===== src/rtl/lht_update_controller.sv =====
// Write sequencer for the local branch history table: clears every entry after
// reset, then issues one shift-in update per resolved branch in fetch order.
module lht_update_controller #(
  parameter int IDX_W = 10,
  parameter int DEPTH = 4,
  parameter int PC_W  = 32
) (
  input  logic                       clock,
  input  logic                       reset,
  input  logic                       pc_valid,
  input  logic [PC_W-1:0]            pc,
  input  logic                       pc_is_branch,
  output logic                       fetch_ready,
  input  logic                       resolve_valid,
  input  logic                       resolve_taken,
  input  logic                       flush,
  output logic                       tbl_we,
  output logic                       tbl_clear,
  output logic [IDX_W-1:0]           tbl_idx,
  output logic                       tbl_taken,
  output logic [$clog2(DEPTH):0]     pending_count,
  output logic                       init_done,
  output logic                       resolve_err
);

  localparam int PTR_W = $clog2(DEPTH);
  localparam int CNT_W = PTR_W + 1;

  typedef enum logic {CLEAR, RUN} state_t;

  state_t             state, state_next;
  logic [IDX_W:0]     sweep_cnt;
  logic               sweep_done;
  logic [IDX_W-1:0]   queue_mem [DEPTH];
  logic [PTR_W-1:0]   head, tail;
  logic               push, pop;

  logic               we_next, clear_next, taken_next, done_next, err_next;
  logic [IDX_W-1:0]   idx_next;

  // Only the low index bits address the table; the rest of the PC is unused.
  logic unused_pc_bits;
  assign unused_pc_bits = ^pc[PC_W-1:IDX_W];

  // The counter's top bit marks that every entry has been written once.
  assign sweep_done  = sweep_cnt[IDX_W];
  assign fetch_ready = (state == RUN) && (pending_count < CNT_W'(DEPTH));
  assign push        = pc_valid & pc_is_branch & fetch_ready & ~flush;
  assign pop         = (state == RUN) & resolve_valid & (pending_count != '0);

  always_ff @(posedge clock or posedge reset) begin
    // NOTE: sequential state uses non-blocking assignments so every flop
    // samples pre-edge values regardless of statement order.
    if (reset) state <= CLEAR;
    else       state <= state_next;
  end

  always_comb begin
    state_next = state;
    if (state == CLEAR && sweep_done) state_next = RUN;
  end

  always_comb begin
    // NOTE: every output gets a default first so no path leaves it unassigned,
    // which would infer a latch.
    we_next    = 1'b0;
    clear_next = 1'b0;
    idx_next   = tbl_idx;
    taken_next = 1'b0;
    done_next  = init_done;
    err_next   = resolve_err;
    unique case (state)
      CLEAR: begin
        if (!sweep_done) begin
          we_next    = 1'b1;
          clear_next = 1'b1;
          idx_next   = sweep_cnt[IDX_W-1:0];
        end else begin
          done_next  = 1'b1;
        end
      end
      RUN: begin
        if (pop) begin
          we_next    = 1'b1;
          idx_next   = queue_mem[head];
          taken_next = resolve_taken;
        end
        if (resolve_valid && pending_count == '0) err_next = 1'b1;
      end
      default: ;
    endcase
  end

  always_ff @(posedge clock or posedge reset) begin
    if (reset) begin
      tbl_we      <= 1'b0;
      tbl_clear   <= 1'b0;
      tbl_idx     <= '0;
      tbl_taken   <= 1'b0;
      init_done   <= 1'b0;
      resolve_err <= 1'b0;
    end else begin
      tbl_we      <= we_next;
      tbl_clear   <= clear_next;
      tbl_idx     <= idx_next;
      tbl_taken   <= taken_next;
      init_done   <= done_next;
      resolve_err <= err_next;
    end
  end

  always_ff @(posedge clock or posedge reset) begin
    if (reset) begin
      sweep_cnt     <= '0;
      head          <= '0;
      tail          <= '0;
      pending_count <= '0;
    end else begin
      if (state == CLEAR && !sweep_done) sweep_cnt <= sweep_cnt + 1'b1;
      if (state == RUN && flush) begin
        // A same-cycle resolve has already been captured into the write port.
        head          <= '0;
        tail          <= '0;
        pending_count <= '0;
      end else begin
        if (push) tail <= tail + 1'b1;
        if (pop)  head <= head + 1'b1;
        unique case ({push, pop})
          2'b10:   pending_count <= pending_count + 1'b1;
          2'b01:   pending_count <= pending_count - 1'b1;
          default: ;
        endcase
      end
    end
  end

  // NOTE: queue storage has no reset; occupancy is tracked by the pointers and
  // count, so stale entries are never read.
  always_ff @(posedge clock) begin
    if (push) queue_mem[tail] <= pc[IDX_W-1:0];
  end

endmodule


===== config.mk =====
export PLATFORM = sky130hd
export DESIGN_NAME = lht_update_controller
export DESIGN_NICKNAME = d
export VERILOG_FILES = /design/src/rtl/lht_update_controller.sv
export SDC_FILE = /design/constraint.sdc
export NUM_CORES = 1
export LEC_CHECK = 0
export ABC_AREA = 1
export BUFFER_PORTS_ARGS = -buffer_cell sky130_fd_sc_hd__buf_2
export CORE_ASPECT_RATIO = 0.7
export CORE_MARGIN = 1.5
export CORE_UTILIZATION = 46
export DETAILED_ROUTE_END_ITERATION = 10
export PLACE_DENSITY = 0.68
export SYNTH_ARGS = -nofsm -noshare
export SYNTH_HDL_FRONTEND = slang
export SYNTH_SLANG_ARGS = --single-unit
export TNS_END_PERCENT = 10

===== constraint.sdc =====
create_clock -name clock -period 4.5 [get_ports clock]
set_clock_uncertainty 0.1 [all_clocks]
set_input_delay 0.225 -clock clock [delete_from_list [all_inputs] [get_ports clock]]
set_output_delay 0.225 -clock clock [all_outputs]
set_load 0.05 [all_outputs]

* After elaboration in Yosys (flattened, before gate mapping)
Memories as Yosys holds them, arrays and structs flattened.
Index checks and enable logic that the tools add are counted.
** Word-level totals
- Bits in registers :: 34
- RAM bits :: 40
- Input bits :: 39
- Output and inout bits :: 19
- Logic and storage cells :: 60
- Memories :: 1
** Operators by class
- Add/sub/neg operators :: 5
- $lt $le $gt $ge :: 1
- Equal/unequal tests :: 4
- Muxes and demuxes :: 17
- Bitwise logic cells :: 7
- Reduce and logical (&&, ||, !) cells :: 14
** Memory list
- queue_mem :: words 4, width 10, read ports 1, clocked after Yosys merged registers in 0, wr ports 1, RTL line 34 : logic [IDX_W-1:0] queue_mem [DEPTH];
** Operators by type and width (number)
- $mux 10 :: 2
- $pmux 10 s2 :: 1
- $add 11x1->11 const B :: 1
- $mux 2 :: 4
- $mux 1 :: 7
- $pmux 3 s2 :: 1
- $reduce_and 2->1 :: 3
- $reduce_bool 3->1 :: 2
- $and 1x1->1 :: 5
- $logic_and 1x1->1 :: 5
- $add 2x1->2 const B :: 2
- $reduce_bool 2->1 :: 2
- $add 3x1->3 const B :: 1
- $logic_not 3->1 :: 1
- $lt 3x3->1 const B :: 1
- $mux 3 :: 1
- $sub 3x1->3 const B :: 1
- $eq 2x1->1 const B :: 1
- $eq 2x2->1 const B :: 1
- $ne 2x1->1 const B :: 1
- $ne 2x2->1 const B :: 1
- $not 1->1 :: 2
- $pmux 1 s2 :: 1
- $logic_not 1->1 :: 1

* Longest topological paths before layout
- Depth after elaboration :: 7
- Gate-level depth with buffers :: 10
- Gate-level depth less buffers :: 9

* Worst setup path before layout
No wires, ideal clock.
- Path type :: reg-to-reg
- Start :: register state
- End :: register pending_count[2]
- Setup time :: 119 ps
- Data arrival time :: 2383 ps
- Data required time :: 4281 ps
- Path slack :: 1898 ps
- Stages on the path, launching flop included :: 9
- Path buffers :: 0
- Clock period less this slack :: 2602 ps
- Cells stage by stage :: dfrtp_1 inv_2 nor2_2 nand4_4 ha_1 fa_1 xnor2_1 nand2_1 nand2_1
** On the way
- Longest elaborated chain between the ends :: 6
** RTL lines
- from (decl) :: RTL line 31 : state_t state, state_next;
- from (signal assigned) :: RTL line 55 : else state <= state_next;
- $logic_and 1x1->1 * :: RTL line 47 : assign fetch_ready = (state == RUN) && (pending_count < CNT_W'(DEPTH));
- via fetch_ready :: RTL line 13 : output logic fetch_ready,
- $and 1x1->1 * (2 in series) :: RTL line 48 : assign push = pc_valid & pc_is_branch & fetch_ready & ~flush;
- $eq 2x1->1 / $eq 2x2->1 (equally long branches) :: RTL line 128 : unique case ({push, pop})
- $pmux 3 s2 :: RTL line 128
- $mux 3 :: RTL line 120 : if (state == RUN && flush) begin
- to (signal assigned) :: RTL line 129 : 2'b10: pending_count <= pending_count + 1'b1;
- to (signal assigned) :: RTL line 130 : 2'b01: pending_count <= pending_count - 1'b1;
- to (decl) :: RTL line 21 : output logic [$clog2(DEPTH):0] pending_count,
Mark *: on every way through the listed nets, which the timed path passes. The rest lies on a longest branch.
A chain may end at the register's enable or synchronous reset.

* Worst setup path in the final report
- Start :: register state
- End :: memory queue_mem[1][6], enable pin
** On the way
- Longest elaborated chain between the ends :: 5
** RTL lines
- $logic_and 1x1->1 :: RTL line 47
- $and 1x1->1 (2 in series) :: RTL line 48
- $mux 1 :: RTL line 140 : if (push) queue_mem[tail] <= pc[IDX_W-1:0];
- $mux 1 (implied by the code) :: RTL line 140
- to (decl) :: RTL line 34
No other way between the ends.

==> PnR_summary.wiki <==
{| class="wikitable"
! Metric !! Value
|-
| Buffers on Ports || 35
|-
| Count of hold-fix buffers inserted at cts || 6
|-
| Filler cell count in the final layout || 628
|-
| H-tree levels || 3
|-
| Crit path max-delay family || simple AND/OR/NAND/NOR gates
|-
| Fraction of met1 tracks used by global routing || 0.254
|-
| Post-synthesis instance area || 3350 µm²
|-
| Die Outline Area || 7820 µm²
|-
| Top-level I/O count || 58
|-
| Detailed-route via count || 2,303
|-
| Crit-path slowest cell || sky130_fd_sc_hd__dfrtp_1
|-
| Final worst-path setup slack || 1.76 ns
|-
| Library cell used as clock root buffer || sky130_fd_sc_hd__clkbuf_8
|-
| Nature of the critical path endpoint || register
|-
| Wire per inst || 13.4 µm
|-
| CP startpoint kind || register
|-
| Site row count || 25
|-
| Dominant cell type by area after synthesis || sky130_fd_sc_hd__edfxtp_1
|-
| Pwr dens || 326 nW/µm²
|-
| Synthesized area divided by synthesized cell count || 10.4 µm²
|-
| Die extent in y || 74.4 µm
|-
| Synth warnings || 0
|-
| Area of the multi-input gates || 1080 µm²
|-
| Overall track demand over capacity in global routing || 0.177
|-
| Result of the run || finished, final reports clean
|-
| Total cell area at the placement stage || 3540 µm²
|-
| Busiest layer in global routing || met2
|-
| Synthesized-area fraction occupied by ao, oa, aoi and oai cells || 0.0515
|-
| Worst path required time || 4.35 ns
|-
| Number of failing hold endpoints at the final stage || 0
|-
| RD Place Congestion || 0.821
|-
| CTS sink count || 73
|-
| Final nets || 411
|-
| Synth Area in XOR/XNOR || 0.0209
|-
| Slowest Stage Delay on Critical Path || 0.86 ns
|-
| Max Freq || 365 MHz
|-
| Finished layout cell area || 3830 µm²
|-
| IR drop worst, VDD || 0.000126 V
|-
| Initial antenna violation count || 0
|-
| Insertion delay to the later sink of the worst-skew pair || 0.33 ns
|-
| LEAKAGE || 1.68 nW
|-
| Via count of the first global-routing pass || 2,073
|-
| Total clock buffers created by CTS || 9
|-
| Yosys top cell area share || 0.358
|-
| Fraction of the cycle the final worst path needs || 0.608
|-
| Worst path buffer plus inverter count || 1
|-
| Aggregate global routing overflow || 0
|-
| Core region area || 6910 µm²
|-
| Fin crit period || 2.74 ns
|-
| Final wirelength || 6240 µm
|-
| Net count after synthesis || 367
|-
| Mux cell area share after synthesis || 0
|-
| Number of max-cap violations || 0
|-
| Clock-pin slew on the worst setup and hold paths || 0.07 ns
|-
| Count of state elements after synthesis || 73
|-
| Post-detailed-route DRC marker count || 0
|-
| Number of design-rule violations left by the first detailed-router iteration || 96
|-
| Unrepaired setup endpoints after global routing || false
|-
| Setup Buffers After CTS || 0
|-
| Adder-cell share of the synthesized area || 0.0284
|-
| Ratio of routed vias to standard cells || 4.96
|-
| Antenna diode count || 0
|-
| Cells after synthesis || 321
|-
| Deepest clock path buffer count || 2
|-
| Final-layout setup total negative slack || 0 ns
|-
| Wire length of the first global-routing pass || 10,400 µm
|-
| Count of nets left with antenna violations after detail routing || 0
|-
| Largest net degree at the start of global routing || 34
|-
| TritonRoute pass-1 iters || 4
|-
| Post-CTS resize count || 0
|-
| Critical path type || register to register
|-
| Worst Setup Slack post-DPL || 1.72 ns
|-
| Largest driver fanout on the critical path || 22
|-
| Number of failing setup endpoints in the final timing report || 0
|-
| Met3 Usage GRT || 0.0578
|-
| Area occupied by registers || 2030 µm²
|-
| Fraction of final layout cells with drive strength greater than 1 || 0.203
|-
| Data arrival time of the worst path || 2.59 ns
|-
| Relative slew slack || 0.316
|-
| Width of the die || 105 µm
|-
| Combinational family with the most area after synthesis || simple AND/OR/NAND/NOR gates
|-
| Starting density of the core || 0.485
|-
| Share of synthesized cell area in and, or, nand and nor gates || 0.220
|-
| Area Overhead vs Synth || 14.4%
|-
| Detailed placement HPWL || 4180 µm
|-
| Chain of cells forming the critical path || inv_2 > nor2_2 > nand4_4 > nor2_1
|-
| Transition time of the tightest slew-check pin || 1.02 ns
|-
| Number of distinct standard cells referenced by the synthesized netlist || 32
|-
| Final Max Tran Viols || 0
|-
| TritonCTS clock tree || done
|-
| Met2 track demand over resource || 0.259
|-
| Class of the most critical hold timing path || input port to register
|-
| Top post-synthesis cells by area || sky130_fd_sc_hd__edfxtp_1 36%, sky130_fd_sc_hd__dfrtp_1 25%, sky130_fd_sc_hd__nand2_1 8.0%
|-
| Share of the yosys chip area belonging to registers || 0.605
|}
-- final timing paths --
check                             from  slack (ns)  depth (start not counted)              end
setup / recovery                 state        1.76                          4  queue_mem[1][6]
hold / removal                   pc[8]        0.02                          1  queue_mem[3][8]
setup reg to reg                 state        1.76                          4  queue_mem[1][6]
hold reg to reg            resolve_err        0.38                          1      resolve_err
max in group asynchronous        reset        3.55                          4     sweep_cnt[2]
min in group asynchronous        reset        0.44                          4       tbl_idx[8]
-- cells in the mapped netlist, drive strengths merged --
library cell,n
o211ai,5
nand2,76
edfxtp,40
dfrtp,33
a21oi,9
inv,34
nand3b,2
a21boi,1
or2,4
xor2,3
nand4,2
nor2,36
o21bai,1
ha,6
fa,1
clkinv,2
xnor2,5
o21ai,15
buf,12
nand3,34
-- area by class of cell --
| type | count | share of cell area |
|---|---|---|
| Multi-Input combinational cell | 200 | 0.281 |
| Clock inverter | 4 | 0.0131 |
| Clock buffer | 12 | 0.0408 |
| Tap cell | 94 | 0.0307 |
| Timing Repair Buffer | 45 | 0.0711 |
| Sequential cell | 73 | 0.529 |
| Inverter | 36 | 0.0352 |
-- cells by family after synthesis --
kind of cell | count (synthesis)
and+or+nand+nor | 154
buffers and inverters | 48
xor gates and xnor gates | 8
DFF | 73
AOI/OAI and AO/OA | 31
adders and majority gates | 7
-- worst register-to-register path, cell delays in order (launching register included) --
cell and delay [ns]:
sky130_fd_sc_hd__dfrtp_1 0.86, sky130_fd_sc_hd__inv_2 0.22, sky130_fd_sc_hd__nor2_2 0.22, sky130_fd_sc_hd__nand4_4 0.15
sky130_fd_sc_hd__nor2_1 0.80
-- where the power goes --
part	internal (mW)	total [mW]	switching (mW)	leakage, nW
sequential	0.706	0.706	0	0.760
clock	0.289	0.519	0.230	0.0977
combinational	0.0109	0.0240	0.0131	0.820
total	1.01	1.25	0.243	1.68
-- state kept, by name (all words and copies together), names as in the netlist --
signal / count
sweep_cnt: 11
tbl_we: 1
head: 2
state: 1
queue_mem: 40
pending_count: 3
tbl_clear: 1
tbl_idx: 10
tbl_taken: 1
resolve_err: 1
tail: 2
-- cells in the final DEF (no fill, tap or decap), drive strengths merged --
cell type    count
nand2           76
edfxtp          40
buf             36
nor2            36
inv             34
nand3           34
dfrtp           33
o21ai           15
clkbuf          12
a21oi            9
dlygate4sd3      9
ha               6
xnor2            5
o211ai           5
or2              4
xor2             3
clkinv           3
nand3b           2
clkinvlp         2
nand4            2
o21bai           1
a21boi           1
fa               1
bufinv           1
-- stage by stage --
stage	total power, mW	instances	hold slack (ns)	util
global placement	0.738	439	0.237	0.512
floorplan	0.725	321	0.224	-
finish	1.25	464	0.0187	0.555
detailed placement	0.738	439	0.239	0.512
global route	1.29	464	0.000901	0.555
CTS	1.26	461	0.000154	0.550
-- layer usage --
layer | up-vias | wire length [µm]
li1 | 1137 | -
met5 | - | 0
met1 | 1090 | 3140
met3 | 6 | 401
met2 | 70 | 2640
met4 | 0 | 59
(Power assumes the default switching activity.)
